--- config.mk ---
export PLATFORM = sky130hd
export DESIGN_NAME = autoseller_arbiter
export DESIGN_NICKNAME = d
export VERILOG_FILES = /design/src/rtl/autoseller_pkg.sv /design/src/rtl/autoseller_arbiter_rr.sv /design/src/rtl/autoseller_arbiter.sv
export SDC_FILE = /design/constraint.sdc
export NUM_CORES = 1
export LEC_CHECK = 0
export ABC_AREA = 0
export CORE_AREA = 5 5 94 96
export CTS_CLUSTER_SIZE = 10
export DETAILED_ROUTE_END_ITERATION = 10
export DIE_AREA = 0 0 99 101
export DONT_BUFFER_PORTS = 1
export PLACE_DENSITY = 0.4
export SKIP_LAST_GASP = 1
export SLEW_MARGIN = 20
export SYNTH_ARGS = -nofsm -noshare
export SYNTH_HDL_FRONTEND = slang
export SYNTH_SLANG_ARGS = --single-unit
--- constraint.sdc ---
create_clock -name clk -period 3.7 [get_ports clk]
set_input_delay 0.37 -clock clk [delete_from_list [all_inputs] [get_ports clk]]
set_output_delay 0.37 -clock clk [all_outputs]
set_load 0.005 [all_outputs]
--- src/rtl/autoseller_pkg.sv ---
// Shared widths, drink encoding and FSM state type for the autoseller arbiter.
package autoseller_pkg;
  localparam int MONEY_W = 6;
  localparam int DRINK_W = 2;
  localparam logic [DRINK_W-1:0] DRINK_NONE = 2'b00;

  typedef enum logic [1:0] {IDLE, ISSUE, WAIT, RESP} state_t;
endpackage

--- src/rtl/autoseller_arbiter_rr.sv ---
// Combinational round-robin picker: first asserted request at or after ptr_i, wrapping.
module rr_arbiter #(
  parameter int NUM_REQ = 4,
  parameter int IDX_W   = $clog2(NUM_REQ)
) (
  input  logic [NUM_REQ-1:0] req_i,
  input  logic [IDX_W-1:0]   ptr_i,
  output logic [NUM_REQ-1:0] gnt_o,
  output logic [IDX_W-1:0]   idx_o,
  output logic               any_o
);
  logic [IDX_W-1:0] cand;

  always_comb begin
    gnt_o = '0;
    idx_o = '0;
    any_o = 1'b0;
    cand  = '0;
    for (int i = 0; i < NUM_REQ; i++) begin
      cand = IDX_W'((int'(ptr_i) + i) % NUM_REQ);
      if (!any_o && req_i[cand]) begin
        any_o       = 1'b1;
        idx_o       = cand;
        gnt_o[cand] = 1'b1;
      end
    end
  end
endmodule

--- src/rtl/autoseller_arbiter.sv ---
// Shares one autoseller datapath among NUM_REQ kiosks: round-robin grant, single
// in-flight owner, response routing and a timeout refund watchdog.
module autoseller_arbiter
  import autoseller_pkg::*;
#(
  parameter int NUM_REQ = 4,
  parameter int TIMEOUT = 64
) (
  input  logic                       clk,
  input  logic                       reset,
  input  logic [NUM_REQ-1:0]         req_valid_i,
  input  logic [MONEY_W*NUM_REQ-1:0] req_money_i,
  input  logic [DRINK_W*NUM_REQ-1:0] req_type_i,
  output logic [NUM_REQ-1:0]         req_ack_o,
  output logic [NUM_REQ-1:0]         rsp_valid_o,
  output logic [MONEY_W-1:0]         rsp_change_o,
  output logic [DRINK_W-1:0]         rsp_drink_o,
  output logic                       rsp_err_o,
  input  logic                       sell_ready_i,
  output logic                       sell_enable_o,
  output logic [MONEY_W-1:0]         sell_money_o,
  output logic [DRINK_W-1:0]         sell_type_o,
  input  logic                       sell_enable_i,
  input  logic [MONEY_W-1:0]         sell_change_i,
  input  logic [DRINK_W-1:0]         sell_drink_i,
  output logic                       stray_o
);
  localparam int IDX_W = $clog2(NUM_REQ);
  localparam int TMR_W = $clog2(TIMEOUT);
  // WAIT lasts TIMEOUT-1 cycles so the refund appears TIMEOUT cycles after the issue pulse.
  localparam logic [TMR_W-1:0] TMR_LAST = TMR_W'(TIMEOUT - 2);

  state_t               state_q;
  logic [IDX_W-1:0]     ptr_q, ptr_d;
  logic [IDX_W-1:0]     owner_q;
  logic [NUM_REQ-1:0]   owner_oh;
  logic [MONEY_W-1:0]   money_q;
  logic [TMR_W-1:0]     timer_q;

  logic [NUM_REQ-1:0]   ack_q;
  logic                 sell_en_q;
  logic [MONEY_W-1:0]   sell_money_q;
  logic [DRINK_W-1:0]   sell_type_q;
  logic [NUM_REQ-1:0]   rsp_valid_q;
  logic [MONEY_W-1:0]   rsp_change_q;
  logic [DRINK_W-1:0]   rsp_drink_q;
  logic                 rsp_err_q;
  logic                 stray_q;

  logic [NUM_REQ-1:0]   gnt_vec;
  logic [IDX_W-1:0]     gnt_idx;
  logic                 gnt_any;
  logic [MONEY_W-1:0]   gnt_money;
  logic [DRINK_W-1:0]   gnt_type;

  rr_arbiter #(
    .NUM_REQ (NUM_REQ),
    .IDX_W   (IDX_W)
  ) u_rr (
    .req_i (req_valid_i),
    .ptr_i (ptr_q),
    .gnt_o (gnt_vec),
    .idx_o (gnt_idx),
    .any_o (gnt_any)
  );

  assign gnt_money = req_money_i[int'(gnt_idx) * MONEY_W +: MONEY_W];
  assign gnt_type  = req_type_i[int'(gnt_idx) * DRINK_W +: DRINK_W];
  assign ptr_d     = (gnt_idx == IDX_W'(NUM_REQ - 1)) ? '0 : gnt_idx + IDX_W'(1);
  assign owner_oh  = NUM_REQ'(1) << owner_q;

  always_ff @(posedge clk) begin
    if (reset) begin
      state_q      <= IDLE;
      ptr_q        <= '0;
      owner_q      <= '0;
      money_q      <= '0;
      timer_q      <= '0;
      ack_q        <= '0;
      sell_en_q    <= 1'b0;
      sell_money_q <= '0;
      sell_type_q  <= '0;
      rsp_valid_q  <= '0;
      rsp_change_q <= '0;
      rsp_drink_q  <= DRINK_NONE;
      rsp_err_q    <= 1'b0;
      stray_q      <= 1'b0;
    end else begin
      // Pulse outputs default low; data outputs read zero while not qualified.
      ack_q        <= '0;
      sell_en_q    <= 1'b0;
      sell_money_q <= '0;
      sell_type_q  <= '0;
      rsp_valid_q  <= '0;
      rsp_change_q <= '0;
      rsp_drink_q  <= DRINK_NONE;
      rsp_err_q    <= 1'b0;
      stray_q      <= sell_enable_i && (state_q != WAIT);

      case (state_q)
        IDLE: begin
          if (sell_ready_i && gnt_any) begin
            owner_q      <= gnt_idx;
            money_q      <= gnt_money;
            ptr_q        <= ptr_d;
            ack_q        <= gnt_vec;
            sell_en_q    <= 1'b1;
            sell_money_q <= gnt_money;
            sell_type_q  <= gnt_type;
            state_q      <= ISSUE;
          end
        end
        ISSUE: begin
          timer_q <= '0;
          state_q <= WAIT;
        end
        WAIT: begin
          if (sell_enable_i) begin
            rsp_valid_q  <= owner_oh;
            rsp_change_q <= sell_change_i;
            rsp_drink_q  <= sell_drink_i;
            state_q      <= RESP;
          end else if (timer_q == TMR_LAST) begin
            rsp_valid_q  <= owner_oh;
            rsp_change_q <= money_q;
            rsp_err_q    <= 1'b1;
            state_q      <= RESP;
          end else begin
            timer_q <= timer_q + TMR_W'(1);
          end
        end
        RESP: begin
          state_q <= IDLE;
        end
        default: begin
          state_q <= IDLE;
        end
      endcase
    end
  end

  assign req_ack_o     = ack_q;
  assign sell_enable_o = sell_en_q;
  assign sell_money_o  = sell_money_q;
  assign sell_type_o   = sell_type_q;
  assign rsp_valid_o   = rsp_valid_q;
  assign rsp_change_o  = rsp_change_q;
  assign rsp_drink_o   = rsp_drink_q;
  assign rsp_err_o     = rsp_err_q;
  assign stray_o       = stray_q;
endmodule

==> results of run 1 <==
-- layout by cell type (no fill, tap or decap), drive strengths merged, types with 2 or more instances in the layout --
cell / netlist / routed
nand3: 7 / 7
nor3: 4 / 4
ha: 11 / 11
nand2b: 2 / 2
clkbuf: 5 / 5
o22ai: 8 / 8
a22o: 6 / 6
nand2: 14 / 14
nor2: 26 / 26
a22oi: 4 / 4
or2b: 2 / 2
nand3b: 11 / 11
nor3b: 3 / 3
nand4: 3 / 3
and2: 2 / 2
dfxtp: 45 / 45
mux4: 2 / 2
inv: 7 / 7
xor2: 5 / 5
o21ai: 3 / 3
a21oi: 5 / 5
and3: 3 / 3
mux2i: 17 / 17
o221ai: 6 / 6
a31oi: 3 / 3
a221oi: 5 / 5
-- where the power goes --
group | switching (W) | internal [W]
logic | 0.000503 | 0.000367
clock network | 0.000166 | 0.000197
registers | 0.0000852 | 0.000592
-- registers in the layout, summed over array words and instances (netlist names) --
register,flops
state_q,2
ptr_q,2
stray_o,1
sell_type_o,2
sell_money_o,6
rsp_valid_o,4
rsp_err_o,1
owner_q,2
rsp_change_o,6
sell_enable_o,1
timer_q,6
req_ack_o,4
money_q,6
rsp_drink_o,2
-- routing by layer --
layer / track usage (%) / vias up / routed length (microns)
met1: 11.85 / 765 / 2277
li1: - / 835 / -
met3: 2.699 / 6 / 281
met4: 4.832 / 0 / 84
met2: 18.70 / 42 / 2759
met5: 0 / - / 0
-- through the flow --
step | hold WS (ns) | utilization [%] | total power, W | setup slack, ns | std cells
global route | 0.1133 | 30.43 | 0.002061 | 0.6035 | 331
CTS | 0.1234 | 30.43 | 0.001940 | 0.7642 | 331
global placement | 0.4455 | 29.13 | 0.001569 | 0.8329 | 324
floorplan | 0.4332 | - | 0.001496 | 1.076 | 232
detailed placement | 0.4464 | 29.13 | 0.001570 | 0.7882 | 324
finish | 0.1375 | 30.43 | 0.001910 | 0.7862 | 331
-- worst paths after layout --
check             slack (ns)  cells after the start                       to
setup / recovery        0.79                      8  money_q[0]$_SDFFE_PP0P_
setup reg to reg        0.79                      8  money_q[0]$_SDFFE_PP0P_
hold reg to reg         0.47                      2  state_q[1]$_SDFFE_PP0P_
hold / removal          0.14                      1  timer_q[1]$_SDFFE_PP0P_
-- cell families (layout without fill, tap and decap cells) --
family          count (synthesis)  count (layout)  synth area share, %
simple gates                   84              84                20.85
compound gates                 46              46                15.81
flops                          45              45                38.98
buf+inv                        21              15                6.713
mux                            20              20                9.799
fa+ha+maj                      11              11                5.956
xor+xnor                        5               5                1.895
-- area by class of cell --
type	instances	share of cell area, %
multi-input cells	166	51.75
flip-flops and latches	45	37.15
well taps	105	5.418
clock buffers	5	2.838
clock inverters	2	1.445
inverters	7	1.084
repair buffers	1	0.3096
==> results.sh, run 1 <==
export IMPL_status="completed"
export IMPL_max_slew_margin_rel_pct=44.96
export IMPL_post_dp_cell_area_sq_um=2321
export IMPL_worst_setup_path_end_kind="register"
export IMPL_seqCellArea_sq_um=900.9
export IMPL_die_h_microns=101
export IMPL_tightest_slew_ns=0.8238
export IMPL_initial_utilization_pct=29.00
export IMPL_fin_worst_skew_ns=0.007098
export IMPL_htreeDepth=2
export IMPL_via_per_inst=4.979
export IMPL_cts_hold_buf=0
export IMPL_yosysUniqueCellTypes=53
export IMPL_yosys_area_top_type_share_pct=38.98
export IMPL_min_delay_path_class="input port to register"
export IMPL_fin_crit_ns=2.914
export IMPL_numCtsBuffers=5
export IMPL_slew_violations=0
export IMPL_port_buffers=0
export IMPL_netlist_area_sq_um=2311
export IMPL_postSynthRegisterBits=45
export IMPL_ant_nets=0
export IMPL_grt_pass1_wl_microns=8369
export IMPL_worst_path_buf_inv=1
export IMPL_hold_start="reset"
export IMPL_track_usage_pct=10.55
export IMPL_num_rows=33
export IMPL_clockBufferDepth=2
export IMPL_stdcell_area_sq_um=2425
export IMPL_drc=0
export IMPL_synth_area_leader_cell="dfxtp_1"
export IMPL_p_leak_nw=0.9495
export IMPL_finalNetCount=285
export IMPL_syn_nets=291
export IMPL_tns_ns=0
export IMPL_max_vdd_ir_drop_mv=0.2119
export IMPL_synth_edf_count=0
export IMPL_crit_start="ptr_q[1]$_SDFFE_PP0P_"
export IMPL_postSynthCellCount=232
export IMPL_grt_max_degree=21
export IMPL_root_buffer="clkbuf_8"
export IMPL_hpwl_microns=4059
export IMPL_max_freq_mhz=343.2
export IMPL_synthTopCellsByCount="45 x dfxtp_1, 25 x nor2_1, 17 x mux2i_1"
export IMPL_synth_area_leaders="dfxtp_1 39%, mux2i_1 7.4%, ha_1 6.0%, nor2_1 4.1%, nand3b_1 3.6%"
export IMPL_syn_to_final_growth_pct=4.927
export IMPL_num_antenna_cells=0
export IMPL_core_sq_um=7969
export IMPL_synthArstFlopShare_pct=0
export IMPL_ctsResizeCount=0
export IMPL_max_stage_delay_ns=0.58
export IMPL_r2r_start="ptr_q[1]$_SDFFE_PP0P_"
export IMPL_slowest_stage="dfxtp_1"
export IMPL_dieWidth_microns=99
export IMPL_clock_latency_ns=0.30
export IMPL_crit_path_cell_trace="inv_1 > ha_1 > or3b_1 > a2111o_1 > nand3_2 > o32a_2 > nand2b_2 > o221ai_1"
export IMPL_period_share_pct=78.75
export IMPL_cts_tree="yes"
export IMPL_grt_setup_unrepaired="no"
export IMPL_pin_count=75
export IMPL_crit_family="simple AND/OR/NAND/NOR gates"
export IMPL_routedWlPerCell_microns=16.32
export IMPL_grt_pass1_vias=1634
export IMPL_multiInputGateArea_sq_um=1255
export IMPL_drt_iter0_drc=63
export IMPL_routed_wl_microns=5402
export IMPL_cp_start_kind="register"
export IMPL_maxCapViolCount=0
export IMPL_fill_cells=846
export IMPL_antenna_found_initial=0
export IMPL_vias=1648
export IMPL_die_area_sq_um=9999
export IMPL_yosysMostFrequentCell="dfxtp_1"
export IMPL_crit_arrival_ns=3.09
export IMPL_power_density_nw_per_um2=787.6
export IMPL_postCtsSetupBuffers=0
export IMPL_drive_above_1_share_pct=9.735
export IMPL_clock_sinks=45
export IMPL_place_gp_congestion=0.7042
export IMPL_path_clk_slew_ns=0.09
export IMPL_ys_seq_area_share_pct=38.98
export IMPL_finalSetupViolations=0
export IMPL_hold_viol_final=0
export IMPL_firstDrtPassIters=4
export IMPL_critical_path_class="register to register"
export IMPL_path_max_fanout=14
export IMPL_ys_warn_count=0
export IMPL_worst_endpoint_required_ns=3.87
export IMPL_ys_flop_type="dfxtp_1"
export IMPL_avgSynthCellArea_sq_um=9.961
export IMPL_grt_overflow_total=0
Power figures use the tool's default switching activity.
==> run 2, diff against run 1 <==
Clock period 3.7 ns to 2.9 ns, I/O delays scaled along.
==> results.sh, run 2 (synthesis gave the netlist of run 1 again) <==
export IMPL_status="completed"
export IMPL_path_max_fanout=14
export IMPL_grt_setup_unrepaired="no"
export IMPL_worst_slack_ns=0.2802
export IMPL_hold_viol_final=0
export IMPL_num_antenna_cells=0
export IMPL_ant_nets=0
export IMPL_hold_slack_ns=0.05449
export IMPL_vias=1685
export IMPL_multiInputGateArea_sq_um=1255
export IMPL_power_density_nw_per_um2=1020
export IMPL_layout_common_cells="45 x dfxtp_1, 25 x nor2_1, 17 x mux2i_1"
export IMPL_hpwl_microns=4171
export IMPL_hold_end="owner_q[1]$_SDFFE_PP0P_"
export IMPL_syn_to_final_growth_pct=6.064
export IMPL_num_rows=33
export IMPL_maxCapViolCount=0
export IMPL_worst_endpoint_required_ns=3.08
export IMPL_initial_utilization_pct=29.00
export IMPL_via_per_inst=5.045
export IMPL_path_clk_slew_ns=0.09
export IMPL_worst_setup_path_end_kind="register"
export IMPL_grt_max_degree=21
export IMPL_p_leak_nw=0.9597
export IMPL_reg2reg_slack_ns=0.28
export IMPL_ctsResizeCount=0
export IMPL_antenna_found_initial=0
export IMPL_tightest_slew_ns=0.8219
export IMPL_finalSetupViolations=0
export IMPL_track_usage_pct=10.80
export IMPL_cts_hold_buf=0
export IMPL_die_h_microns=101
export IMPL_pin_count=75
export IMPL_hold_start="reset"
export IMPL_slew_violations=0
export IMPL_drc=0
export IMPL_max_slew_margin_rel_pct=45.09
export IMPL_htreeDepth=2
export IMPL_reg2regPathDepth=8
export IMPL_dp_slack_ns=0.2905
export IMPL_max_stage_delay_ns=0.43
export IMPL_clock_sinks=45
export IMPL_fin_crit_ns=2.620
export IMPL_dieWidth_microns=99
export IMPL_routedWlPerCell_microns=16.67
export IMPL_root_buffer="clkbuf_8"
export IMPL_grt_pass1_vias=1698
export IMPL_port_buffers=0
export IMPL_drive_above_1_share_pct=10.92
export IMPL_die_area_sq_um=9999
export IMPL_critical_path_class="register to register"
export IMPL_tns_ns=0
export IMPL_period_share_pct=90.34
export IMPL_fin_worst_skew_ns=0.009998
export IMPL_grt_pass1_wl_microns=8666
export IMPL_crit_path_cell_trace="inv_1 > ha_1 > or3b_1 > a2111o_1 > nand3_2 > o32a_2 > nand2b_2 > o221ai_1"
export IMPL_fill_cells=842
export IMPL_postCtsSetupBuffers=0
export IMPL_core_sq_um=7969
export IMPL_crit_arrival_ns=2.80
export IMPL_cts_tree="yes"
export IMPL_max_freq_mhz=381.7
export IMPL_clock_latency_ns=0.30
export IMPL_cp_start_kind="register"
export IMPL_numCtsBuffers=5
export IMPL_min_delay_path_class="input port to register"
export IMPL_whs_path_depth=1
export IMPL_final_common_cell="dfxtp_1"
export IMPL_routed_wl_microns=5569
export IMPL_slowest_stage="ha_1"
export IMPL_seqCellArea_sq_um=900.9
export IMPL_firstDrtPassIters=4
export IMPL_max_vdd_ir_drop_mv=0.2581
export IMPL_r2r_end="money_q[0]$_SDFFE_PP0P_"
export IMPL_r2r_start="ptr_q[0]$_SDFFE_PP0P_"
export IMPL_grt_overflow_total=0
export IMPL_clockBufferDepth=2
export IMPL_drt_iter0_drc=62
export IMPL_finalNetCount=287
export IMPL_place_gp_congestion=0.7567
-- run 2: cell types whose count changed in the layout (fill, tap and decap cells not counted) --
cell | before | now
clkinv_2 | 1 | 0
clkinv_4 | 0 | 1
clkinvlp_4 | 0 | 1
buf_4 | 1 | 3
-- run 2: layer usage --
metal / global-route usage [%] / routed length, microns
met1: 12.32 / 2380
met2: 19.37 / 2860
met3: 2.422 / 216
met4: 4.517 / 110
met5: 0 / 0
-- run 2: critical path, delay by kind of cell (launching register included) --
kind                     cells  cell delay (ns)
adder cells (fa/ha/maj)      1             0.43
flip-flops                   1             0.34
AND/OR/NAND/NOR              3             0.83
AO/OA/AOI/OAI                3             0.82
buffers and inverters        1             0.08
-- run 2: final cells by class --
type                            instances  area share (%)
Multi-Input combinational cell        166           51.20
Sequential cell                        45           36.75
Tap cell                              105           5.360
Clock buffer                            5           2.808
Clock inverter                          3           1.889
Inverter                                7           1.072
Timing Repair Buffer                    3          0.9188
-- run 2: report_power, final --
| group | total (W) | internal (W) | switching, W |
|---|---|---|---|
| registers | 0.000843 | 0.000755 | 0.0000882 |
| clock network | 0.000489 | 0.000258 | 0.000231 |
| logic | 0.00117 | 0.000486 | 0.000681 |
-- run 2: worst max path at each step --
stage	to	depth (start not counted)	startpoint	slack (ns)
after CTS	money_q[0]$_SDFFE_PP0P_	8	ptr_q[0]$_SDFFE_PP0P_	0.27
after detailed placement	money_q[0]$_SDFFE_PP0P_	8	ptr_q[0]$_SDFFE_PP0P_	0.29
after global routing	money_q[3]$_SDFFE_PP0P_	8	ptr_q[0]$_SDFFE_PP0P_	0.12
final	money_q[0]$_SDFFE_PP0P_	8	ptr_q[0]$_SDFFE_PP0P_	0.28
after global placement	money_q[1]$_SDFFE_PP0P_	8	ptr_q[0]$_SDFFE_PP0P_	0.33
after floorplan	money_q[4]$_SDFFE_PP0P_	10	ptr_q[0]$_SDFFE_PP0P_	0.28
-- run 2: stage by stage --
| stage | util [%] | std cells | total power, W | cell area, sq um |
|---|---|---|---|---|
| final | 30.76 | 334 | 0.002499 | 2451 |
| after floorplan | - | 232 | 0.001909 | 2311 |
| after detailed placement | 29.31 | 326 | 0.002030 | 2336 |
| after CTS | 30.76 | 334 | 0.002532 | 2451 |
| after global routing | 30.76 | 334 | 0.002686 | 2451 |
| after global placement | 29.31 | 326 | 0.002031 | 2336 |
